`src/rtl/avr_intc.sv`:
```
// avr_intc -- eight-source interrupt controller for the AVR core.
//
// Rising edges on src latch pending bits. Pending bits are masked, and the
// lowest-numbered active source is presented to the core as a registered
// level intr with a 3-bit vect. Four byte registers in data space are
// decoded from BASE:
//   BASE+0 PEND   read pending, write-1-to-clear
//   BASE+1 MASK   read/write, 1 = source enabled
//   BASE+2 STAT   read-only {intr, 4'b0, vect}
//   BASE+3 SWTRIG write-1-to-set pending, reads as 0
//
// Parameters:
//   BASE  data-space address of PEND
//   SYNC  1 = two-flop synchronizer ahead of the edge detector
//
// Ports:
//   clock    system clock, rising edge
//   reset_n  asynchronous active-low reset
//   src      event lines, rising edge on bit n requests interrupt n
//   address  core data address
//   data_i   write data from the core
//   we       core write strobe, qualified by address
//   data_o   combinational read data, 0 when sel = 0
//   sel      combinational, address is within BASE..BASE+3
//   intr     registered interrupt request
//   vect     registered index of the granted source

module avr_intc #(
  parameter logic [15:0] BASE = 16'h0050,
  parameter bit          SYNC = 1'b1
) (
  input  logic        clock,
  input  logic        reset_n,
  input  logic [7:0]  src,
  input  logic [15:0] address,
  input  logic [7:0]  data_i,
  input  logic        we,
  output logic [7:0]  data_o,
  output logic        sel,
  output logic        intr,
  output logic [2:0]  vect
);

  logic [7:0]  s_in;
  logic [7:0]  s;
  logic [7:0]  s_d;
  logic [7:0]  edge_det;
  logic [7:0]  pend;
  logic [7:0]  pend_next;
  logic [7:0]  mask;
  logic [7:0]  active;
  logic [7:0]  w1c;
  logic [7:0]  swtrig;
  logic [15:0] offset;
  logic        wr_pend;
  logic        wr_mask;
  logic        wr_swtrig;
  logic [2:0]  grant;

  // Input conditioning. The source sample s is always registered, so the
  // synchronizer (when present) adds two stages ahead of it.
  generate
    if (SYNC) begin : g_sync
      logic [7:0] meta_a;
      logic [7:0] meta_b;

      always_ff @(posedge clock or negedge reset_n) begin
        if (!reset_n) begin
          meta_a <= '0;
          meta_b <= '0;
        end else begin
          meta_a <= src;
          meta_b <= meta_a;
        end
      end

      assign s_in = meta_b;
    end else begin : g_nosync
      assign s_in = src;
    end
  endgenerate

  always_ff @(posedge clock or negedge reset_n) begin
    if (!reset_n) begin
      s   <= '0;
      s_d <= '0;
    end else begin
      s   <= s_in;
      s_d <= s;
    end
  end

  assign edge_det = s & ~s_d;

  // Address decode. The subtraction wraps for addresses below BASE, so a
  // single unsigned compare covers both ends of the window.
  assign offset    = address - BASE;
  assign sel       = (offset < 16'd4);
  assign wr_pend   = we && sel && (offset[1:0] == 2'd0);
  assign wr_mask   = we && sel && (offset[1:0] == 2'd1);
  assign wr_swtrig = we && sel && (offset[1:0] == 2'd3);

  assign w1c    = wr_pend   ? data_i : '0;
  assign swtrig = wr_swtrig ? data_i : '0;

  // Set terms are ORed in after the clear, so a same-cycle edge or software
  // trigger wins over a W1C of the same bit.
  assign pend_next = (pend & ~w1c) | edge_det | swtrig;

  always_ff @(posedge clock or negedge reset_n) begin
    if (!reset_n) begin
      pend <= '0;
      mask <= '0;
    end else begin
      pend <= pend_next;
      if (wr_mask) begin
        mask <= data_i;
      end
    end
  end

  // Fixed priority, bit 0 highest.
  assign active = pend & mask;

  always_comb begin
    grant = '0;
    for (int unsigned i = 8; i > 0; i--) begin
      if (active[i-1]) begin
        grant = 3'(i - 1);
      end
    end
  end

  // vect holds its last grant while nothing is active.
  always_ff @(posedge clock or negedge reset_n) begin
    if (!reset_n) begin
      intr <= 1'b0;
      vect <= '0;
    end else begin
      intr <= (active != '0);
      if (active != '0) begin
        vect <= grant;
      end
    end
  end

  // Read mux; reflects pre-write state in a write cycle.
  always_comb begin
    data_o = '0;
    if (sel) begin
      unique case (offset[1:0])
        2'd0:    data_o = pend;
        2'd1:    data_o = mask;
        2'd2:    data_o = {intr, 4'b0000, vect};
        default: data_o = '0;
      endcase
    end
  end

endmodule

```
`config.mk`:
```
export PLATFORM = sky130hd
export DESIGN_NAME = avr_intc
export DESIGN_NICKNAME = d
export VERILOG_FILES = /design/src/rtl/avr_intc.sv
export SDC_FILE = /design/constraint.sdc
export NUM_CORES = 1
export LEC_CHECK = 0
export ABC_AREA = 1
export BUFFER_PORTS_ARGS = -buffer_cell sky130_fd_sc_hd__buf_2
export CAP_MARGIN = 20
export CORE_MARGIN = 3
export CORE_UTILIZATION = 35
export CTS_BUF_LIST = sky130_fd_sc_hd__clkbuf_8 sky130_fd_sc_hd__clkbuf_16
export DETAILED_ROUTE_END_ITERATION = 7
export MAX_ROUTING_LAYER = met4
export PLACE_DENSITY_LB_ADDON = 0.12
export SYNTH_ARGS = -nofsm -noshare
export SYNTH_HDL_FRONTEND = slang
export SYNTH_SLANG_ARGS = --single-unit
export TNS_END_PERCENT = 5
```
`constraint.sdc`:
```
create_clock -name clock -period 2.2 [get_ports clock]
set_input_delay 0.33 -clock clock [delete_from_list [all_inputs] [get_ports clock]]
set_output_delay 0.33 -clock clock [all_outputs]
set_load 0.1 [all_outputs]
```
==> results of run 1 <==
## worst max-delay path, stage by stage
cell and delay [ns]:
buf_2 0.10, nor2_1 0.12, inv_1 0.05, nor2_1 0.08, nand2_1 0.09, nor2_4 0.14
nand2_1 0.16, a31oi_2 0.24, buf_12 0.21
## metal layers
layer	up-vias	wire, um
met3	7	261
met4	0	68
met5	-	0
li1	809	-
met2	41	1960
met1	715	1970
## state kept, by name, indices dropped and copies added, names as in the netlist
name	count
g_sync.meta_a	8
g_sync.meta_b	8
intr	1
mask	8
pend	8
s	8
s_d	8
vect	3
## worst min-delay path by stage
stage / from / endpoint / slack (ns) / depth (start not counted)
2_1_floorplan: reset_n / g_sync.meta_a[0]$_DFF_PN0_ / 0.03 / 0
3_3_place_gp: g_sync.meta_a[6]$_DFF_PN0_ / g_sync.meta_b[6]$_DFF_PN0_ / 0.33 / 0
3_5_place_dp: g_sync.meta_a[2]$_DFF_PN0_ / g_sync.meta_b[2]$_DFF_PN0_ / 0.33 / 0
4_1_cts: reset_n / intr$_DFF_PN0_ / 0.03 / 1
5_1_grt: reset_n / intr$_DFF_PN0_ / 0.06 / 1
6_report: reset_n / pend[1]$_DFF_PN0_ / 0.02 / 1
## area by class of cell
class,instances,area [um2],area share (%)
clock buffer,5,68.8,2.55
clock inverter,3,42.5,1.58
inverter,26,97.6,3.61
multi-input combinational,143,709,26.3
sequential,52,1300,48.2
tap,72,90.1,3.34
timing repair buffer,50,390,14.5
## cell usage in the layout, fill, tap and decap left out, types with 4 or more instances in the layout
master / count
nor2_1: 35
clkbuf_8: 5
dfrtp_1: 52
o21ai_2: 8
buf_2: 39
buf_12: 9
a21oi_2: 4
nand3_1: 6
a31oi_2: 4
nand4_1: 9
inv_1: 25
nand2_1: 68
## power breakdown
part	switching (mW)	leakage [nW]	total, mW	internal (mW)
Clock	0.303	0.0541	0.640	0.337
Combinational	0.0820	0.670	0.122	0.0404
Sequential	0.00985	0.610	0.996	0.986
## kinds of logic (layout without fill, tap and decap cells)
kind of cell | Yosys count | count (layout)
and+or+nand+nor | 125 | 125
buffers and inverters | 30 | 84
DFF | 52 | 52
AOI/OAI and AO/OA | 18 | 18
## through the flow
stage / cells / hold WS, ns / cell area, um2
after floorplan: 225 / 0.0344 / 2140
after global placement: 343 / 0.332 / 2590
after detailed placement: 343 / 0.335 / 2590
after CTS: 351 / 0.0277 / 2700
after global routing: 351 / 0.0586 / 2700
final: 351 / 0.0218 / 2700
==> out/qor.yml, run 1 <==
hold_violations: 0
post-route-period-util_pct: 84.3
port_buffers: 47
cts.htree.levels: 2
wl_mm: 4.26
start_kind: "primary input"
pre_cts_slack_ns: 0.333
postCtsSetupBuffers: 0
cts_tree: "yes"
fin_tns_setup_ns: 0
clk_latency_ns: 0.30
globalRoute.totalOverflow: 0
detail_route.wl_per_cell_um: 12.1
n_antenna_cell: 0
endpoint_kind: "primary output"
grtUsageMet1_pct: 16.7
cts_buffers: 5
cp_max_fo: 5
syn-cell-area_um2: 2100
core-area_um2: 5640
power_density_nw_per_um2: 651
grtUsageMet2_pct: 22.2
grt_max_degree: 31
synthXorXnorAreaFrac_pct: 0
r2r_start: "pend[0]$_DFF_PN0_"
grt_use_met3_pct: 3.87
syn-num-nets: 260
drt_pass1_iterations: 4
antenna_found_initial: 0
start_util_pct: 37.2
synthSimpleGateAreaFrac_pct: 25.8
synth_top_cell_area_share_pct: 62.1
synth_compound_area_share_pct: 6.09
drv_cap: 0
synth_flop_cell: "dfrtp_1"
dieArea_um2: 6960
synth_largest_area_cell: "dfrtp_1"
grt_pass1_vias: 1564
power_mw: 1.76
grt_pass1_wl_mm: 7.45
place.gp.congestion: 0.761
io_pins: 48
arrival_ns: 1.52
final_util_pct: 47.9
synth_commonest_cells: "nand2_1 (68), dfrtp_1 (52), nor2_1 (35), inv_1 (25), nand4_1 (9)"
cts_buffer_depth: 2
via_per_inst: 4.48
drc: 0
r2r_setup_slack_ns: 1.02
ant_nets: 0
drive_gt1_share_pct: 28.7
ys_seq_area_share_pct: 62.1
fin_skew_ns: 0.00784
status: "completed"
rsz0062_at_grt: "false"
die_w_um: 83.4
worstSetupPathType: "in2out"
ys_async_sr_fraction_pct: 100
relSlewSlack_pct: 60.7
setup.worst_path.start: "address[7]"
root_buffer: "clkbuf_8"
syn_avg_cell_area_um2: 9.32
maxSlewViolCount: 0
rows: 27
setup_violations: 0
cts.clk_slew.worst_paths_ns: 0.09
synth.area.mux_share_pct: 0
ys_warn_count: 0
hold_path.class: "in2async"
synthDistinctLibCells: 19
ir_drop_mv: 0.398
p_leak_nw: 1.33
routed-via-count: 1572
ctsResizeCount: 0
hold_buffers: 0
first_iter_violations: 85
worst_slack_ns: 0.346
nNetsFinal: 313
ys_seq_elements: 52
grt.total_usage_pct: 13.8
required_ns: 1.87
cts_sinks: 52
worstSetupEndpoint: "data_o[1]"
synthesis.instances: 225
tightestPinTransition_ns: 0.589
die_y_um: 83.4
r2r-end: "vect[1]$_DFFE_PN0P_"
synth_fa_ha_area_share_pct: 0
period_minus_slack_ns: 1.85
max_freq_mhz: 539
busiest_layer: "met2"
area_growth_syn_to_layout_pct: 28.8
synth_edf_count: 0
synth.area.top_cells: "dfrtp_1 (62%), nand2_1 (12%), nor2_1 (6.3%)"
place_hpwl_mm: 3.06
rr_worst_depth: 5
synth_top_family_by_area: "simple AND/OR/NAND/NOR gates"
synth.most_common_cell: "nand2_1"
fillCellCount: 539
Power figures use the tool's default switching activity.
==> run 2, diff against run 1 <==
==> constraint.sdc (replaced) <==
create_clock -name clock -period 1.9 [get_ports clock]
set_input_delay 0.285 -clock clock [delete_from_list [all_inputs] [get_ports clock]]
set_output_delay 0.285 -clock clock [all_outputs]
set_load 0.1 [all_outputs]
==> run 2 against run 1 <==
- worst setup slack got worse by 0.20 ns
- hold slack better by 0.064 ns
- final cell count decreased by 0.28%
- via count grew 2.0%
- global-route usage increased by 0.16 points
- highest routed layer unchanged
==> out/qor.yml, run 2 (synthesis gave the netlist of run 1 again) <==
postCtsSetupBuffers: 0  # unchanged
worstSetupEndpoint: "data_o[3]"  # was data_o[1]
fillCellCount: 552  # was 539
required_ns: 1.62  # was 1.87 ns
worst_slack_ns: 0.147  # was 0.346 ns
drc: 0  # unchanged
detail_route.wl_per_cell_um: 11.9  # was 12.1 um
antenna_found_initial: 0  # unchanged
cp_num_buf_inv: 4  # was 3
maxSlewViolCount: 0  # unchanged
first_iter_violations: 71  # was 85
cpLargestDelayFamily: "buffers and inverters"  # was simple AND/OR/NAND/NOR gates
hold_buffers: 0  # unchanged
ant_nets: 0  # unchanged
place_hpwl_mm: 3.03  # was 3.06 mm
die_y_um: 83.4  # unchanged
post-route-period-util_pct: 92.3
drt_pass1_iterations: 4  # unchanged
die_w_um: 83.4  # unchanged
arrival_ns: 1.47  # was 1.52 ns
area_growth_syn_to_layout_pct: 33.0  # was 28.8%
n_antenna_cell: 0  # unchanged
grt_pass1_wl_mm: 7.66  # was 7.45 mm
period_minus_slack_ns: 1.75
cts_buffer_depth: 2  # unchanged
r2r_setup_slack_ns: 0.68  # was 1.02 ns
cts.htree.levels: 2  # unchanged
io_pins: 48  # unchanged
port_buffers: 47  # unchanged
grt_max_degree: 53  # was 31
rsz0062_at_grt: "false"  # unchanged
tightestPinTransition_ns: 0.656  # was 0.589 ns
ir_drop_mv: 0.489  # was 0.398 mV
layout_commonest_cell: "nand2_1"  # unchanged
rr_worst_depth: 5  # unchanged
place.gp.congestion: 0.750  # was 0.761
start_kind: "primary input"  # unchanged
r2r-end: "vect[1]$_DFFE_PN0P_"  # unchanged
nNetsFinal: 313  # unchanged
setup.worst_path.start: "address[7]"  # unchanged
drv_cap: 0  # unchanged
worstSetupPathType: "in2out"  # unchanged
cpMaxStageDelayCell: "a21oi_4"  # was a31oi_2
core-area_um2: 5640  # unchanged
worst-path-stages: 9  # unchanged
wl_mm: 4.15  # was 4.26 mm
max_freq_mhz: 570
dieArea_um2: 6960  # unchanged
power_density_nw_per_um2: 773  # was 651 nW/um2
cts.clk_slew.worst_paths_ns: 0.08  # was 0.09 ns
fin_skew_ns: 0.00776  # was 0.00784 ns
rows: 27  # unchanged
cts_buffers: 5  # unchanged
grt_pass1_vias: 1677  # was 1,564
hold_path.class: "in2async"  # unchanged
globalRoute.totalOverflow: 0  # unchanged
drive_gt1_share_pct: 29.1  # was 28.7%
crit_chain: "buf_2 > nor2_1 > inv_1 > nor2_1 > nand2_1 > nor2_4 > inv_1 > a21oi_4 > buf_12"  # was buf_2 > nor2_1 > inv_1 > nor2_1 > nand2_1 > nor2_4 > nand2_1 > a31oi_2 > buf_12
p_leak_nw: 1.34  # was 1.33 nW
cts_sinks: 52  # unchanged
hold_violations: 0  # unchanged
r2r_start: "pend[0]$_DFF_PN0_"  # unchanged
clk_latency_ns: 0.30  # about the same
via_per_inst: 4.58  # was 4.48
root_buffer: "clkbuf_8"  # unchanged
critPathMaxStageDelay_ns: 0.19  # was 0.24 ns
cts_tree: "yes"  # unchanged
pre_cts_slack_ns: 0.0309  # was 0.333 ns
endpoint_kind: "primary output"  # unchanged
relSlewSlack_pct: 56.3  # was 60.7%
status: "completed"  # unchanged
start_util_pct: 37.2  # unchanged
final_cell_mix: "nand2_1 (67), dfrtp_1 (51), buf_2 (38)"  # was nand2_1 (68), dfrtp_1 (52), buf_2 (39)
routed-via-count: 1603  # was 1,572
whs_ns: 0.0853  # was 0.0218 ns
cp_max_fo: 4  # was 5
grt.total_usage_pct: 13.9  # was 13.8%
setup_violations: 0  # unchanged
==> run 2: changes by cell type in the layout (fill, tap and decap cells not counted), sizes merged <==
cell / change
clkinv: -1
clkinvlp: -1
bufinv: +1
==> run 2: worst min-delay path by stage <==
stage,from,endpoint
after floorplan,reset_n,g_sync.meta_a[0]$_DFF_PN0_
final,reset_n,g_sync.meta_a[4]$_DFF_PN0_
after global routing,src[1],g_sync.meta_a[1]$_DFF_PN0_
after global placement,g_sync.meta_b[6]$_DFF_PN0_,s[6]$_DFF_PN0_
after detailed placement,g_sync.meta_a[1]$_DFF_PN0_,g_sync.meta_b[1]$_DFF_PN0_
after CTS,src[3],g_sync.meta_a[3]$_DFF_PN0_
==> run 2: cell type report <==
| type | instances | area [um2] | area share [%] |
|---|---|---|---|
| clock inverters | 2 | 60.1 | 2.15 |
| repair buffers | 50 | 393 | 14.1 |
| inverters | 26 | 97.6 | 3.50 |
| flip-flops and latches | 52 | 1300 | 46.7 |
| well taps | 72 | 90.1 | 3.23 |
| clock buffers | 5 | 68.8 | 2.47 |
| multi-input cells | 143 | 777 | 27.9 |
==> run 2: report_power, final <==
part / switching (mW) / internal [mW] / leakage (nW)
sequential: 0.0111 / 1.14 / 0.609
combinational: 0.0973 / 0.0442 / 0.670
clock: 0.342 / 0.518 / 0.0642
total: 0.451 / 1.70 / 1.34
==> run 2: worst reg2reg max path, stage by stage (launching register included) <==
cell and delay, ns:
dfrtp_1 0.41, nand2_1 0.12, nand4_1 0.13, nor3_1 0.31, nand2_1 0.11, nand2_1 0.08
==> run 2: what timing repair did <==
action | 4_1_cts | 5_1_grt
gates resized for setup | 0 | 1
endpoints found under the setup margin | 0 | 4
hold endpoints to repair | 0 | 0
==> run 2: metrics by stage <==
stage | instance area [um2] | utilization, % | std cells | power [mW] | TNS [ns]
floorplan | 2210 | - | 225 | 1.24 | -1.20
global placement | 2660 | 47.1 | 343 | 1.32 | 0
detailed placement | 2660 | 47.1 | 343 | 1.32 | 0
CTS | 2790 | 49.4 | 350 | 2.18 | 0
global route | 2790 | 49.4 | 350 | 2.25 | 0
finish | 2790 | 49.4 | 350 | 2.15 | 0
==> run 2: layer usage <==
| layer | track usage (%) | share of wire [%] | vias to the layer above | routed length (um) |
|---|---|---|---|---|
| met4 | 4.90 | 1.6 | 0 | 67 |
| met3 | 4.17 | 6.5 | 7 | 271 |
| met1 | 16.7 | 46 | 743 | 1910 |
| met5 | - | 0 | - | 0 |
| li1 | - | - | 810 | - |
| met2 | 22.3 | 46 | 43 | 1900 |
==> run 3, diff against run 2 <==
--- a/config.mk
+++ b/config.mk
@@ -14,6 +14,7 @@
 export DETAILED_ROUTE_END_ITERATION = 7
 export MAX_ROUTING_LAYER = met4
 export PLACE_DENSITY_LB_ADDON = 0.12
+export REMOVE_ABC_BUFFERS = 1
 export SYNTH_ARGS = -nofsm -noshare
 export SYNTH_HDL_FRONTEND = slang
 export SYNTH_SLANG_ARGS = --single-unit
==> constraint.sdc (replaced) <==
create_clock -name clock -period 1.9 [get_ports clock]
set_input_delay 0.285 -clock clock [delete_from_list [all_inputs] [get_ports clock]]
set_output_delay 0.285 -clock clock [all_outputs]
set_load 0.01 [all_outputs]
==> run 3 against run 2 <==
- wire length up 3.3%
- clock-buffer cell count did not move
- clock power shrank 12%
- clock skew is 0.00060 ns higher
==> out/qor.yml, run 3 (synthesis gave the netlist of run 1 again) <==
rr_worst_depth: 5  # unchanged
endpoint_kind: "primary output"  # unchanged
fillCellCount: 586  # was 552
power_mw: 2.04  # was 2.15 mW
fin_tns_setup_ns: 0  # unchanged
post-route-period-util_pct: 88.3  # was 92.3%
detail_route.wl_per_cell_um: 12.2  # was 11.9 um
start_util_pct: 37.2  # unchanged
arrival_ns: 1.39  # was 1.47 ns
place.gp.congestion: 0.805  # was 0.750
tightestPinTransition_ns: 0.317  # was 0.656 ns
hold_violations: 0  # unchanged
io_pins: 48  # unchanged
r2r_start: "pend[0]$_DFF_PN0_"  # unchanged
cts.htree.levels: 2  # unchanged
drv_cap: 0  # unchanged
drive_gt1_share_pct: 25.6  # was 29.1%
final_cell_mix: "nand2_1 (68), dfrtp_1 (52), buf_2 (47)"  # was nand2_1 (67), dfrtp_1 (51), buf_2 (38)
required_ns: 1.62  # about the same
max_freq_mhz: 596  # was 570 MHz
r2r_setup_slack_ns: 0.74  # was 0.68 ns
routed-via-count: 1605  # was 1,603
grt.total_usage_pct: 13.5  # was 13.9%
register_area_um2: 1300  # about the same
ir_drop_mv: 0.465  # was 0.489 mV
drc: 0  # unchanged
first_iter_violations: 106  # was 71
grt_max_degree: 53  # unchanged
dieArea_um2: 6960  # unchanged
layout_commonest_cell: "nand2_1"  # unchanged
cts_tree: "yes"  # unchanged
n_antenna_cell: 0  # unchanged
status: "completed"  # unchanged
place_hpwl_mm: 3.05  # was 3.03 mm
ant_nets: 0  # unchanged
min_to: "g_sync.meta_a[1]$_DFF_PN0_"
nNetsFinal: 315  # was 313
p_leak_nw: 1.33  # was 1.34 nW
rsz0062_at_grt: "false"  # unchanged
r2r-end: "vect[0]$_DFFE_PN0P_"  # was vect[1]$_DFFE_PN0P_
hold_path.class: "in2reg"  # was in2async
fin_skew_ns: 0.00837  # was 0.00776 ns
die_w_um: 83.4  # unchanged
grt_pass1_wl_mm: 7.43  # was 7.66 mm
min_path_cells: 1
cp_max_fo: 5  # was 4
root_buffer: "clkbuf_8"  # unchanged
start_kind: "primary input"  # unchanged
multi_input_area_um2: 669  # was 777 um2
port_buffers: 47  # unchanged
cts_sinks: 52  # unchanged
maxSlewViolCount: 0  # unchanged
hp-start: "src[1]"
drt_pass1_iterations: 4  # unchanged
cts.clk_slew.worst_paths_ns: 0.10  # was 0.08 ns
relSlewSlack_pct: 78.7  # was 56.3%
worstSetupPathType: "in2out"  # unchanged
cts_buffer_depth: 2  # unchanged
grt_pass1_vias: 1535  # was 1,677
die_y_um: 83.4  # unchanged
rows: 27  # unchanged
area_growth_syn_to_layout_pct: 22.0  # was 33.0%
antenna_found_initial: 0  # unchanged
wl_mm: 4.29  # was 4.15 mm
via_per_inst: 4.55  # was 4.58
setup_violations: 0  # unchanged
ctsResizeCount: 0  # unchanged
period_minus_slack_ns: 1.68  # was 1.75 ns
clk_latency_ns: 0.30  # about the same
globalRoute.totalOverflow: 0  # unchanged
core-area_um2: 5640  # unchanged
cts_buffers: 5  # unchanged
power_density_nw_per_um2: 796  # was 773 nW/um2
==> run 3: cell count changes in the layout (fill, tap and decap cells not counted), sizes merged <==
cell	before	now
inv	26	28
bufinv	2	1
dlygate4sd3	0	1
buf	50	51
==> run 3: cell type report <==
cell class                 count  area share, %
clock buffer                   5           2.69
timing repair buffer          52           11.3
multi-input combinational    143           26.2
tap                           72           3.52
sequential                    52           50.9
inverter                      26           3.82
clock inverter                 3           1.66
==> run 3: repair_timing <==
action                                 4_1_cts  5_1_grt
setup buffers                                0        0
endpoints found under the hold margin       52        0
hold buffers                                 1        0
==> run 3: worst max-delay path by stage <==
stage                           start        end  slack, ns  cells past startpoint
final                     address[12]  data_o[6]       0.22                      7
after floorplan            address[7]  data_o[0]       0.38                      7
after CTS                  address[7]  data_o[6]       0.20                      9
after global routing       address[7]  data_o[0]       0.03                      9
after detailed placement   address[7]  data_o[6]       0.20                      9
after global placement     address[7]  data_o[6]       0.22                      9
==> run 3: report_power, final <==
| part | leakage, nW | switching (mW) | internal (mW) | total [mW] |
|---|---|---|---|---|
| sequential | 0.610 | 0.0112 | 1.14 | 1.15 |
| combinational | 0.659 | 0.0770 | 0.0482 | 0.125 |
| clock | 0.0599 | 0.364 | 0.393 | 0.757 |
| total | 1.33 | 0.452 | 1.58 | 2.04 |
==> run 3: stage by stage <==
step	instance area, um2	utilization, %	setup WS (ns)	cells	hold slack (ns)
2_1_floorplan	2070	-	0.379	221	-0.0106
3_3_place_gp	2440	43.2	0.215	344	0.298
3_5_place_dp	2440	43.2	0.202	344	0.301
4_1_cts	2560	45.3	0.195	353	0.0649
5_1_grt	2560	45.3	0.0336	353	0.0683
6_report	2560	45.3	0.221	353	0.0763
==> run 3: routing by layer <==
layer	global-route usage (%)	vias to the layer above	share of wire, %
met3	3.17	7	6.1
met4	4.46	0	1.7
met5	-	-	0
li1	-	815	-
met2	20.7	49	46
met1	17.7	734	46
==> run 3: critical path, cell delays in order <==
cell	delay, ns
buf_2	0.10
nor2_1	0.15
nand3_1	0.15
nor2_4	0.21
inv_1	0.11
a21oi_1	0.21
buf_2	0.17
